**src/rtl/midori_sbox_seq_pkg.sv**
```systemverilog
// Shared types, constants and index helpers for the Midori masked S-box sequencer.
package midori_sbox_seq_pkg;

  typedef enum logic [1:0] {
    IDLE  = 2'd0,
    ISSUE = 2'd1,
    DRAIN = 2'd2,
    DONE  = 2'd3
  } state_e;

  localparam int NIBBLES    = 16;
  localparam int R_PER_SBOX = 96;
  localparam int NB_W       = 8;

  // Neighbour of nibble n is (n+1) mod 16; the 4-bit add wraps by itself.
  function automatic logic [3:0] nb_idx(input logic [3:0] n);
    return n + 4'd1;
  endfunction

  // Absolute nibble position of slot k within batch bidx.
  function automatic logic [3:0] batch_nib(input int bidx, input int nsbox, input int k);
    return 4'(bidx * nsbox + k);
  endfunction

endpackage

```
**src/rtl/midori_sbox_batch_mux.sv**
```systemverilog
// Selects the nibbles of batch b from the three input shares, plus shares 1 and 2
// of each nibble's right-hand neighbour.
module midori_sbox_batch_mux
  import midori_sbox_seq_pkg::*;
#(
  parameter int NSBOX = 4,
  parameter int BW    = 2
) (
  input  logic [63:0]            s1,
  input  logic [63:0]            s2,
  input  logic [63:0]            s3,
  input  logic [BW-1:0]          b,
  output logic [4*NSBOX-1:0]     n1,
  output logic [4*NSBOX-1:0]     n2,
  output logic [4*NSBOX-1:0]     n3,
  output logic [NB_W*NSBOX-1:0]  nb
);

  logic [3:0] pos [NSBOX];
  logic [3:0] npos [NSBOX];

  always_comb begin
    for (int k = 0; k < NSBOX; k++) begin
      pos[k]  = batch_nib(int'(b), NSBOX, k);
      npos[k] = nb_idx(pos[k]);
    end
  end

  always_comb begin
    n1 = '0;
    n2 = '0;
    n3 = '0;
    nb = '0;
    for (int k = 0; k < NSBOX; k++) begin
      n1[4*k +: 4]       = s1[{pos[k], 2'b00} +: 4];
      n2[4*k +: 4]       = s2[{pos[k], 2'b00} +: 4];
      n3[4*k +: 4]       = s3[{pos[k], 2'b00} +: 4];
      nb[NB_W*k +: NB_W] = {s2[{npos[k], 2'b00} +: 4], s1[{npos[k], 2'b00} +: 4]};
    end
  end

endmodule

```
**src/rtl/midori_sbox_seq.sv**
```systemverilog
// Feeds a 3-share 64-bit Midori state through NSBOX external masked S-boxes in
// 16/NSBOX batches and gathers the output shares into a 3-share result.
module midori_sbox_seq
  import midori_sbox_seq_pkg::*;
#(
  parameter int NSBOX    = 4,
  parameter int SBOX_LAT = 1
) (
  input  logic                        clk,
  input  logic                        rst_i,
  input  logic                        in_valid,
  output logic                        in_ready,
  input  logic [63:0]                 in_s1,
  input  logic [63:0]                 in_s2,
  input  logic [63:0]                 in_s3,
  input  logic                        rnd_valid,
  output logic                        rnd_ready,
  input  logic [R_PER_SBOX*NSBOX-1:0] rnd,
  output logic [4*NSBOX-1:0]          sb_in1,
  output logic [4*NSBOX-1:0]          sb_in2,
  output logic [4*NSBOX-1:0]          sb_in3,
  output logic [NB_W*NSBOX-1:0]       sb_nb,
  output logic [R_PER_SBOX*NSBOX-1:0] sb_r,
  input  logic [4*NSBOX-1:0]          sb_out1,
  input  logic [4*NSBOX-1:0]          sb_out2,
  input  logic [4*NSBOX-1:0]          sb_out3,
  output logic                        out_valid,
  input  logic                        out_ready,
  output logic [63:0]                 out_s1,
  output logic [63:0]                 out_s2,
  output logic [63:0]                 out_s3,
  output logic                        busy,
  output logic [1:0]                  dbg_state
);

  localparam int NBATCH = NIBBLES / NSBOX;
  localparam int BW     = (NBATCH > 1) ? $clog2(NBATCH) : 1;
  localparam int DEPTH  = SBOX_LAT + 1;
  localparam logic [BW-1:0] LAST_B = BW'(NBATCH - 1);

  state_e          state;
  logic [63:0]     in_r1, in_r2, in_r3;
  logic [63:0]     res1, res2, res3;
  logic [BW-1:0]   b;
  logic [DEPTH-1:0] flg_v;
  logic [BW-1:0]   flg_b [DEPTH];

  logic [4*NSBOX-1:0]    mux_n1, mux_n2, mux_n3;
  logic [NB_W*NSBOX-1:0] mux_nb;
  logic                  issue;

  // All handshakes: a transfer happens on a rising edge where valid and ready are
  // both high; valid may not depend on ready, and ready is a pure function of state.
  assign in_ready  = (state == IDLE);
  assign rnd_ready = (state == ISSUE);
  assign busy      = (state != IDLE);
  assign dbg_state = state;
  assign issue     = (state == ISSUE) && rnd_valid;
  assign out_s1    = res1;
  assign out_s2    = res2;
  assign out_s3    = res3;

  midori_sbox_batch_mux #(
    .NSBOX (NSBOX),
    .BW    (BW)
  ) u_mux (
    .s1 (in_r1),
    .s2 (in_r2),
    .s3 (in_r3),
    .b  (b),
    .n1 (mux_n1),
    .n2 (mux_n2),
    .n3 (mux_n3),
    .nb (mux_nb)
  );

  always_ff @(posedge clk or negedge rst_i) begin
    if (!rst_i) begin
      state     <= IDLE;
      out_valid <= 1'b0;
      in_r1     <= '0;
      in_r2     <= '0;
      in_r3     <= '0;
      b         <= '0;
      sb_in1    <= '0;
      sb_in2    <= '0;
      sb_in3    <= '0;
      sb_nb     <= '0;
      sb_r      <= '0;
    end else begin
      case (state)
        IDLE: begin
          if (in_valid) begin
            in_r1 <= in_s1;
            in_r2 <= in_s2;
            in_r3 <= in_s3;
            b     <= '0;
            state <= ISSUE;
          end
        end
        ISSUE: begin
          // Without a fresh word nothing is issued and the S-box inputs hold.
          if (rnd_valid) begin
            sb_in1 <= mux_n1;
            sb_in2 <= mux_n2;
            sb_in3 <= mux_n3;
            sb_nb  <= mux_nb;
            sb_r   <= rnd;
            b      <= b + BW'(1);
            if (b == LAST_B) state <= DRAIN;
          end
        end
        DRAIN: begin
          if (flg_v == '0) begin
            state     <= DONE;
            out_valid <= 1'b1;
          end
        end
        DONE: begin
          if (out_ready) begin
            state     <= IDLE;
            out_valid <= 1'b0;
          end
        end
        default: state <= IDLE;
      endcase
    end
  end

  // Flag pipeline tracks which batch the S-box outputs belong to; results land
  // in separate registers so later batches still see the original neighbours.
  always_ff @(posedge clk or negedge rst_i) begin
    if (!rst_i) begin
      flg_v <= '0;
      for (int i = 0; i < DEPTH; i++) flg_b[i] <= '0;
      res1 <= '0;
      res2 <= '0;
      res3 <= '0;
    end else begin
      flg_v[0] <= issue;
      flg_b[0] <= b;
      for (int i = 1; i < DEPTH; i++) begin
        flg_v[i] <= flg_v[i-1];
        flg_b[i] <= flg_b[i-1];
      end
      if (flg_v[DEPTH-1]) begin
        for (int k = 0; k < NSBOX; k++) begin
          res1[{batch_nib(int'(flg_b[DEPTH-1]), NSBOX, k), 2'b00} +: 4] <= sb_out1[4*k +: 4];
          res2[{batch_nib(int'(flg_b[DEPTH-1]), NSBOX, k), 2'b00} +: 4] <= sb_out2[4*k +: 4];
          res3[{batch_nib(int'(flg_b[DEPTH-1]), NSBOX, k), 2'b00} +: 4] <= sb_out3[4*k +: 4];
        end
      end
    end
  end

endmodule

```
**config.mk**
```make
export PLATFORM = sky130hd
export DESIGN_NAME = midori_sbox_seq
export DESIGN_NICKNAME = d
export VERILOG_FILES = /design/src/rtl/midori_sbox_seq_pkg.sv /design/src/rtl/midori_sbox_batch_mux.sv /design/src/rtl/midori_sbox_seq.sv
export SDC_FILE = /design/constraint.sdc
export NUM_CORES = 1
export LEC_CHECK = 0
export ABC_CLOCK_PERIOD_IN_PS = 4330
export CAP_MARGIN = 10
export CORE_AREA = 2 2 505 507
export DETAILED_ROUTE_END_ITERATION = 16
export DIE_AREA = 0 0 507 509
export PLACE_DENSITY_LB_ADDON = 0.15
export SETUP_SLACK_MARGIN = 0.5
export SLEW_MARGIN = 20
export SYNTH_ARGS = -nofsm -noshare
export SYNTH_HDL_FRONTEND = slang
export SYNTH_SLANG_ARGS = --single-unit
export TNS_END_PERCENT = 30
```
**constraint.sdc**
```tcl
create_clock -name clk -period 4.33 [get_ports clk]
set_clock_uncertainty 0.2 [all_clocks]
set_input_delay 0.6495 -clock clk [delete_from_list [all_inputs] [get_ports clk]]
set_output_delay 0.6495 -clock clk [all_outputs]
set_load 0.02 [all_outputs]
```
==> impl_metrics.json, run 1 <==
{
  "detail_route.drc_violations": 0,
  "cts_tree": "done",
  "placedInstanceArea_mm2": 0.0493,
  "path_class": "flop to primary output",
  "max_freq_mhz": 292,
  "clk_latency_ns": 0.75,
  "number_of_enable_type_register_cells_in_the_synthesized_netlist": 0,
  "worstSetupEndpointType": "primary output",
  "chip_height_um": 509,
  "synth_sequential_area_ratio": 0.648,
  "die_area_mm2": 0.258,
  "postSynthRegisterBits": 835,
  "tns_ns": 0,
  "cts_root_buffer": "sky130_fd_sc_hd__clkbuf_16",
  "post_synthesis_cell_type_count": 28,
  "drt-wirelength-per-cell_um": 25.2,
  "post_cts_setup_bufs": 0,
  "drt-total-wl_um": 170000,
  "status": "finished, final reports clean",
  "synthesis.area_mm2": 0.0322,
  "clk_transition_reported_paths_ns": 0.06,
  "worst_setup_path_start_kind": "flop",
  "detail_placement_hpwl_um": 133000,
  "antenna_found_initial": 136,
  "grt_pass1_wl_um": 227000,
  "slew_violations": 0,
  "grt_max_degree": 94,
  "grt.overflow.total": 0,
  "power_uw": 41700,
  "critPathMaxFanout": 5,
  "die_x_um": 507,
  "timing.critical_path.arrival_ns": 2.57,
  "clock_tree.buffer_depth": 3,
  "number_of_global_route_vias_before_repair": 24400,
  "timing.slew.headroom": 0.396,
  "irDropWorstVdd_v": 0.000387,
  "finalHoldViolCount": 0,
  "tritoncts.num_buffers": 114,
  "fp.coreArea_mm2": 0.253,
  "dr.first_iter.drc_count": 1002,
  "power_leakage_uw": 0.0211,
  "area_growth_pct": 65.0,
  "antenna_violating_nets_post_route": 0,
  "dr.pass1.iters": 5,
  "postLayoutCellArea_mm2": 0.0532,
  "grt_setup_unrepaired": "no",
  "async_reset_ff_frac": 1.00,
  "viasPerCell": 3.39,
  "syn_inst": 1917,
  "htree_num_levels": 3,
  "design.portCount": 1291,
  "final_cell_count_no_fill": 6748,
  "nNetsFinal": 3891,
  "max-cap-violations": 0,
  "holdCritPathClass": "flop to flop",
  "post_synth.cell_area_avg_um2": 16.8,
  "finalSetupViolations": 0,
  "port_buffers": 1290,
  "dominant_register_cell_in_the_synthesized_netlist": "sky130_fd_sc_hd__dfrtp_1",
  "layout-drive-gt1-share": 0.283,
  "place.gp.congestion": 0.760,
  "power_per_cell_area_mw_per_mm2": 783,
  "worst_pin_slew_ns": 0.907,
  "start_util": 0.128,
  "synth_warnings": 0,
  "min_period_ns": 3.42,
  "syn-num-nets": 2561,
  "place.detailed.instances": 6496,
  "num_vias": 22800,
  "core.rowCount": 185,
  "final_min_period_over_clock_period": 0.791,
  "worst_ep_required_time_ns": 3.48,
  "grt_util_all_layers": 0.128,
  "tritoncts_num_sinks": 835
}
cell usage after synthesis, types with 2 or more instances:
library cell / n / area share
sky130_fd_sc_hd__mux2_4: 10 / 0.0047
sky130_fd_sc_hd__mux2_2: 624 / 0.22
sky130_fd_sc_hd__dfrtp_1: 835 / 0.65
sky130_fd_sc_hd__nor2_1: 4 / 0.00047
sky130_fd_sc_hd__buf_4: 24 / 0.0056
sky130_fd_sc_hd__buf_2: 94 / 0.015
sky130_fd_sc_hd__a22o_1: 192 / 0.052
sky130_fd_sc_hd__buf_12: 2 / 0.0012
sky130_fd_sc_hd__nand2_1: 13 / 0.0015
sky130_fd_sc_hd__mux2i_1: 2 / 0.00062
sky130_fd_sc_hd__mux4_2: 56 / 0.039
sky130_fd_sc_hd__clkbuf_1: 19 / 0.0022
sky130_fd_sc_hd__inv_1: 7 / 0.00082
sky130_fd_sc_hd__nor3_4: 3 / 0.0015
sky130_fd_sc_hd__nor3_1: 3 / 0.00047
sky130_fd_sc_hd__o21ai_0: 2 / 0.00031
sky130_fd_sc_hd__and2_1: 2 / 0.00039
sky130_fd_sc_hd__ha_1: 15 / 0.0058
cell families after synthesis:
logic type | share of synthesized area
flip-flops | 0.648
multiplexers | 0.262
AO/OA/AOI/OAI | 0.0534
buffers and inverters | 0.0250
AND/OR/NAND/NOR | 0.00532
adder cells (fa/ha/maj) | 0.00582
through the flow:
stage / hold slack [ns] / utilization / setup WS, ns
3_5_place_dp: 0.135 / 0.195 / 1.13
4_1_cts: 0.150 / 0.210 / 0.636
6_report: 0.147 / 0.211 / 0.906
5_1_grt: 0.154 / 0.210 / 0.729
3_3_place_gp: 0.137 / 0.195 / 1.13
2_1_floorplan: 0.131 / - / 2.11
layout make-up:
| type | count | area, µm² |
|---|---|---|
| Clock inverter | 33 | 387 |
| Clock buffer | 172 | 3360 |
| Multi-Input combinational cell | 933 | 10600 |
| Tap cell | 3366 | 4210 |
| Fill cell | 27000 | 200000 |
| Antenna cell | 46 | 115 |
| Timing Repair Buffer | 1355 | 13600 |
| Sequential cell | 835 | 20900 |
| Inverter | 8 | 30.0 |
layout by cell type, fill, tap and decap left out, drive strengths merged, types with 2 or more instances in the layout:
| cell type | netlist | final |
|---|---|---|
| mux2i | 2 | 2 |
| diode | 0 | 46 |
| clkbuf | 19 | 172 |
| nor3 | 7 | 7 |
| and2 | 2 | 2 |
| clkinv | 0 | 18 |
| nand2 | 13 | 13 |
| dfrtp | 835 | 835 |
| mux2 | 634 | 634 |
| mux4 | 56 | 56 |
| bufinv | 0 | 4 |
| clkdlybuf4s50 | 0 | 1289 |
| buf | 122 | 65 |
| inv | 8 | 13 |
| clkinvlp | 0 | 6 |
| nor2 | 4 | 4 |
| o21ai | 2 | 2 |
| a22o | 192 | 192 |
| ha | 15 | 15 |
repair_timing:
item / in CTS / in global routing
hold buffers: 1 / 0
resized for setup: 1 / 0
hold endpoints to repair: 45 / 0
endpoints found under the setup margin: 1 / 0
state kept, by name (all words and copies together), names as in the netlist:
name       flops
b              2
dbg_state      2
flg_b          4
flg_v          2
in_r1         64
in_r2         64
in_r3         64
out_s1        64
out_s2        64
out_s3        64
out_valid      1
sb_in1        15
sb_in2        15
sb_in3        16
sb_nb         10
sb_r         384
routing by layer:
metal	vias up	global-route usage	routed length, µm
li1	9790	-	-
met1	11600	0.139	63300
met2	1038	0.204	79600
met3	339	0.0738	21200
met4	104	0.0501	5600
met5	-	0	657
worst max-delay path, stage by stage (launching register included):
cell and delay [ns]:
sky130_fd_sc_hd__dfrtp_1 0.46, sky130_fd_sc_hd__inv_1 0.13, sky130_fd_sc_hd__ha_2 0.30, sky130_fd_sc_hd__inv_1 0.24, sky130_fd_sc_hd__clkdlybuf4s50_1 0.71
power breakdown:
part           switching (µW)  total (µW)  internal (µW)
clock                    3970        9550           5590
combinational            8910       18300           9420
sequential               2320       13800          11500
total                   15200       41700          26500
final timing paths:
check / cells after the start / slack [ns] / from / end
max in group asynchronous: 4 / 2.49 / rst_i / out_s2[20]$_DFFE_PN0P_
worst max register to register: 5 / 1.52 / dbg_state[1]$_DFFE_PN0P_ / sb_r[172]$_DFFE_PN0P_
worst max-delay path: 4 / 0.91 / dbg_state[0]$_DFFE_PN0P_ / busy
worst min register to register: 0 / 0.15 / flg_b[3]$_DFF_PN0_ / flg_b[1]$_DFF_PN0_
worst min-delay path: 0 / 0.15 / flg_b[3]$_DFF_PN0_ / flg_b[1]$_DFF_PN0_
min in group asynchronous: 2 / 0.24 / rst_i / in_r3[41]$_DFFE_PN0P_
Power figures use the tool's default switching activity.
==> run 2, diff against run 1 <==
Settings changed: ABC_CLOCK_PERIOD_IN_PS 4330 to 3000, CORE_AREA 2 2 505 507 to 2 2 508 510, DIE_AREA 0 0 507 509 to 0 0 510 512.
Clock period 4.33 ns to 3 ns, I/O delays scaled along.
==> impl_metrics.json, run 2 (synthesis results as in run 1) <==
{
  "slew_violations": 0,
  "area_growth_pct": 69.0,
  "power_leakage_uw": 0.0227,
  "htree_num_levels": 3,
  "p_sw_uw": 21900,
  "clkPwrFrac": 0.228,
  "core.rowCount": 186,
  "detail_placement_hpwl_um": 132000,
  "worst_r2r_startpoint": "dbg_state[1]$_DFFE_PN0P_",
  "path_cells": "inv_2 -> ha_4 -> inv_1 -> clkdlybuf4s15_2",
  "grt_setup_unrepaired": "yes",
  "number_of_global_route_vias_before_repair": 24600,
  "largest_reg_flops": 384,
  "max_freq_mhz": 404,
  "power_per_cell_area_mw_per_mm2": 1100,
  "final_min_period_over_clock_period": 0.824,
  "seq_power_share": 0.331,
  "layout_common_cells": "sky130_fd_sc_hd__clkdlybuf4s50_1 (1094), sky130_fd_sc_hd__dfrtp_1 (833), sky130_fd_sc_hd__mux2_2 (624)",
  "layout_commonest_cell": "sky130_fd_sc_hd__clkdlybuf4s50_1",
  "clock_tree.buffer_depth": 3,
  "nNetsFinal": 4011,
  "timing.critical_path.slowest_cell_delay_ns": 0.45,
  "finalSetupViolations": 0,
  "cts_tree": "done",
  "holdCritPathClass": "input port to asynchronous set/reset pin",
  "critPathMaxFanout": 5,
  "place.detailed.instances": 6559,
  "timing.slew.headroom": 0.495,
  "worstSetupEndpointType": "primary output",
  "tritoncts.num_buffers": 112,
  "die_area_mm2": 0.261,
  "p_int_uw": 37900,
  "antenna_found_initial": 73,
  "chip_height_um": 512,
  "detail_route.drc_violations": 0,
  "viasPerCell": 3.36,
  "sw_frac_of_total": 0.366,
  "dr.pass1.iters": 5,
  "finalHoldViolCount": 0,
  "clk_transition_reported_paths_ns": 0.06,
  "grt.overflow.total": 0,
  "path_class": "flop to primary output",
  "timing.critical_path.arrival_ns": 1.82,
  "cp_top_family": "buffers and inverters",
  "antenna_violating_nets_post_route": 0,
  "crit_path_top_delay_cell": "sky130_fd_sc_hd__dfrtp_1",
  "layout-drive-gt1-share": 0.290,
  "worst_ep_required_time_ns": 2.35,
  "fp.coreArea_mm2": 0.256,
  "crit_start": "dbg_state[0]$_DFFE_PN0P_",
  "drt-wirelength-per-cell_um": 24.2,
  "tns_ns": 0,
  "min_period_ns": 2.47,
  "start_util": 0.126,
  "cts_root_buffer": "sky130_fd_sc_hd__clkbuf_16",
  "design.portCount": 1291,
  "drt-total-wl_um": 166000,
  "final_cell_count_no_fill": 6863,
  "port_buffers": 1290,
  "status": "finished, final reports clean",
  "die_x_um": 510,
  "tritoncts_num_sinks": 835,
  "grt_max_degree": 66,
  "worst_hold_slack_ns": 0.105,
  "worstPathBufferInverterCount": 3,
  "max_flop_register": "sb_r",
  "place.gp.congestion": 0.828,
  "irDropWorstVdd_v": 0.000518,
  "comb_power_share": 0.441,
  "num_vias": 23100,
  "r2r_slack_ns": 0.59,
  "clk_latency_ns": 0.73,
  "dr.first_iter.drc_count": 814,
  "max-cap-violations": 0,
  "worst_pin_slew_ns": 0.757,
  "worst_setup_path_start_kind": "flop",
  "grt_util_all_layers": 0.123,
  "fill_cells": 27300,
  "grt_pass1_wl_um": 225000
}
run 2: path summary, 6_finish.rpt:
path | to | cells after the start
setup / recovery | busy | 4
hold / removal | sb_r[294]$_DFFE_PN0P_ | 2
setup reg to reg | sb_in2[7]$_DFFE_PN0P_ | 6
hold reg to reg | flg_b[1]$_DFF_PN0_ | 0
max in group asynchronous | sb_r[314]$_DFFE_PN0P_ | 3
min in group clk | sb_r[104]$_DFFE_PN0P_ | 2
run 2: final cells by class:
class	count	area [µm²]	share of cell area
antenna	19	47.5	0.000873
clock buffer	173	3360	0.0618
clock inverter	34	388	0.00712
inverter	8	30.0	0.000551
multi-input combinational	933	10600	0.194
sequential	835	20900	0.384
tap	3384	4230	0.0777
timing repair buffer	1477	14900	0.274
run 2: timing repair:
item | 4_1_cts | 5_1_grt
setup buffers | 0 | 6
endpoints found under the setup margin | 398 | 355
pin swaps | 0 | 1
hold buffers | 72 | 0
resized for setup | 133 | 77
endpoints found under the hold margin | 249 | 0
run 2: through the flow:
stage	setup slack [ns]	instance area [µm²]	total power [µW]	util
2_1_floorplan	0.782	32200	32700	-
3_3_place_gp	0.367	49900	47500	0.195
3_5_place_dp	0.340	49900	47500	0.195
4_1_cts	0.301	54200	61300	0.212
5_1_grt	0.399	54400	63200	0.213
6_report	0.528	54500	59800	0.213
run 2: power groups by stage:
stage	Combinational (µW)	Clock (µW)	Sequential, µW
after global placement	27400	0	20100
after CTS	27100	14300	19900
final	26400	13700	19800
after detailed placement	27400	0	20100
after floorplan	8870	0	23800
after global routing	27900	14700	20500
run 2: layer usage:
metal	up-vias	part of all wire	global-route usage
met5	-	0.0021	0
li1	10000	-	-
met4	56	0.017	0.0252
met2	901	0.46	0.196
met3	229	0.088	0.0454
met1	11900	0.44	0.159
run 2: worst reg2reg max path, stage by stage (launching register included):
cell and delay [ns]:
sky130_fd_sc_hd__dfrtp_1 0.44, sky130_fd_sc_hd__inv_2 0.13, sky130_fd_sc_hd__ha_1 0.22, sky130_fd_sc_hd__and2_4 0.28
sky130_fd_sc_hd__buf_12 0.24, sky130_fd_sc_hd__buf_12 0.35, sky130_fd_sc_hd__mux2_2 0.42
==> run 3, diff against run 2 <==
Settings changed: ABC_CLOCK_PERIOD_IN_PS 3000 to 2150.
Clock period 3 ns to 2.15 ns, I/O delays scaled along.
==> impl_metrics.json, run 3 (synthesis results as in run 1) <==
{
  "final_util": 0.242,
  "worst_setup_path_start_kind": "flop",
  "layout_common_cells": "sky130_fd_sc_hd__dfrtp_1 (807), sky130_fd_sc_hd__clkdlybuf4s50_1 (627), sky130_fd_sc_hd__dlygate4sd3_1 (557)",
  "worst_pin_slew_ns": 0.787,
  "cts_tree": "done",
  "worst_r2r_startpoint": "dbg_state[1]$_DFFE_PN0P_",
  "die_x_um": 510,
  "place.gp.congestion": 0.806,
  "area_growth_pct": 92.2,
  "critPathMaxFanout": 13,
  "drt-wirelength-per-cell_um": 23.5,
  "clk_transition_reported_paths_ns": 0.06,
  "path_class": "flop to flop",
  "placedInstanceArea_mm2": 0.0506,
  "final_min_period_over_clock_period": 1.03,
  "drt-total-wl_um": 175000,
  "max-cap-violations": 0,
  "place.detailed.instances": 6593,
  "fill_cells": 27000,
  "die_area_mm2": 0.261,
  "layout-drive-gt1-share": 0.338,
  "crit_start": "dbg_state[1]$_DFFE_PN0P_",
  "start_util": 0.126,
  "worst_ep_required_time_ns": 2.57,
  "num_vias": 25400,
  "r2r_end": "in_r1[38]$_DFFE_PN0P_",
  "ff2ff_path_depth": 8,
  "detail_route.drc_violations": 0,
  "postLayoutCellArea_mm2": 0.0620,
  "clock_tree.buffer_depth": 3,
  "design.portCount": 1291,
  "status": "complete, but fails checks",
  "r2r_slack_ns": -0.06,
  "min_period_ns": 2.21,
  "tritoncts_num_sinks": 835,
  "max_flop_register": "sb_r",
  "violations": "setup timing",
  "finalHoldViolCount": 0,
  "grt_util_all_layers": 0.123,
  "grt_pass1_wl_um": 228000,
  "slew_violations": 0,
  "power_per_cell_area_mw_per_mm2": 1410,
  "power_leakage_uw": 0.0270,
  "antenna_violating_nets_post_route": 0,
  "timing.critical_path.arrival_ns": 2.63,
  "final.setup.worst_slack_ns": -0.0610,
  "tritoncts.num_buffers": 110,
  "grt_max_degree": 64,
  "detail_placement_hpwl_um": 128000,
  "power_uw": 87300,
  "viasPerCell": 3.40,
  "number_of_global_route_vias_before_repair": 27300,
  "core.rowCount": 186,
  "crit_path_top_delay_cell": "sky130_fd_sc_hd__dfrtp_2",
  "largest_reg_flops": 384,
  "cts_root_buffer": "sky130_fd_sc_hd__clkbuf_16",
  "dr.pass1.iters": 5,
  "antenna_found_initial": 57,
  "max_freq_mhz": 452,
  "clk_latency_ns": 0.75,
  "port_buffers": 1290,
  "timing.slew.headroom": 0.474,
  "grt.overflow.total": 0,
  "finalSetupViolations": 80,
  "htree_num_levels": 3,
  "irDropWorstVdd_v": 0.000774,
  "path_cells": "inv_4 -> buf_6 -> ha_4 -> buf_4 -> nand2_8 -> buf_16 -> clkbuf_16 -> mux2_4",
  "grt_setup_unrepaired": "yes",
  "chip_height_um": 512,
  "final_cell_count_no_fill": 7476,
  "fp.coreArea_mm2": 0.256,
  "worstSetupEndpointType": "flop",
  "dr.first_iter.drc_count": 986,
  "holdCritPathClass": "input port to flop",
  "nNetsFinal": 4616,
  "layout_commonest_cell": "sky130_fd_sc_hd__dfrtp_1",
  "timing.critical_path.slowest_cell_delay_ns": 0.42,
  "cp-endpoint": "in_r1[38]$_DFFE_PN0P_"
}
## run 3: changes by cell type in the layout (fill, tap and decap cells not counted), moves of 30 or more
cell                              delta
sky130_fd_sc_hd__clkdlybuf4s50_1   -467
sky130_fd_sc_hd__mux2_2            -201
sky130_fd_sc_hd__mux2_4            +201
sky130_fd_sc_hd__buf_4              +35
sky130_fd_sc_hd__dlymetal6s2s_1     -72
sky130_fd_sc_hd__buf_6             +227
sky130_fd_sc_hd__buf_12             +30
sky130_fd_sc_hd__dlygate4sd3_1     +485
sky130_fd_sc_hd__dlygate4sd2_1     +315
## run 3: critical path: cells and delay by family (launching register included)
family,cells,cell delay [ns]
and+or+nand+nor,1,0.09
buffers and inverters,5,0.87
muxes,1,0.30
DFF,1,0.42
adders and majority gates,1,0.14
## run 3: per-stage QoR
step | hold slack [ns] | worst slack (ns) | TNS [ns]
4_1_cts | 0.000681 | -0.165 | -1.51
3_3_place_gp | 0.136 | -0.245 | -53.12
3_5_place_dp | 0.135 | -0.256 | -60.20
2_1_floorplan | -0.173 | 0.249 | 0
5_1_grt | 0.0310 | -0.142 | -22.21
6_report | 0.0937 | -0.0610 | -1.52
## run 3: timing repair
item,CTS,global route
setup endpoints to repair,1490,1490
hold buffers,558,0
buffers inserted,30,24
pin swaps,2,3
endpoints found under the hold margin,1339,0
gates cloned,0,39
resized for setup,1939,212
## run 3: where the power goes
part / total, µW / internal [µW] / switching [µW]
sequential: 28100 / 23100 / 4930
combinational: 40700 / 21200 / 19500
clock: 18600 / 10800 / 7760
## run 3: cell type report
| type | count | area (µm²) | share of cell area |
|---|---|---|---|
| diodes | 28 | 70.1 | 0.00113 |
| clock buffers | 175 | 3290 | 0.0531 |
| clock inverters | 29 | 332 | 0.00535 |
| inverters | 8 | 42.5 | 0.000687 |
| multi-input cells | 934 | 11400 | 0.184 |
| flip-flops and latches | 835 | 20900 | 0.338 |
| well taps | 3384 | 4230 | 0.0683 |
| repair buffers | 2083 | 21600 | 0.349 |
## run 3: worst min-delay path by stage
stage | cells past startpoint | to | slack [ns] | start
after floorplan | 0 | b[0]$_DFFE_PN0P_ | -0.17 | rst_i
after global placement | 1 | sb_r[266]$_DFFE_PN0P_ | 0.14 | rst_i
after detailed placement | 1 | sb_r[266]$_DFFE_PN0P_ | 0.14 | rst_i
after CTS | 2 | out_s1[46]$_DFFE_PN0P_ | 0.0007 | sb_out1[14]
after global routing | 2 | sb_r[127]$_DFFE_PN0P_ | 0.03 | rnd[127]
final | 2 | sb_r[127]$_DFFE_PN0P_ | 0.09 | rnd[127]
## run 3: metal layers
metal  GRT usage  vias to the layer above  routed length, µm
met3      0.0461                      221              14800
met2       0.199                      978              82100
li1            -                    11200                  -
met1       0.153                    13000              74600
met5           0                        -                265
met4      0.0263                       40               3450
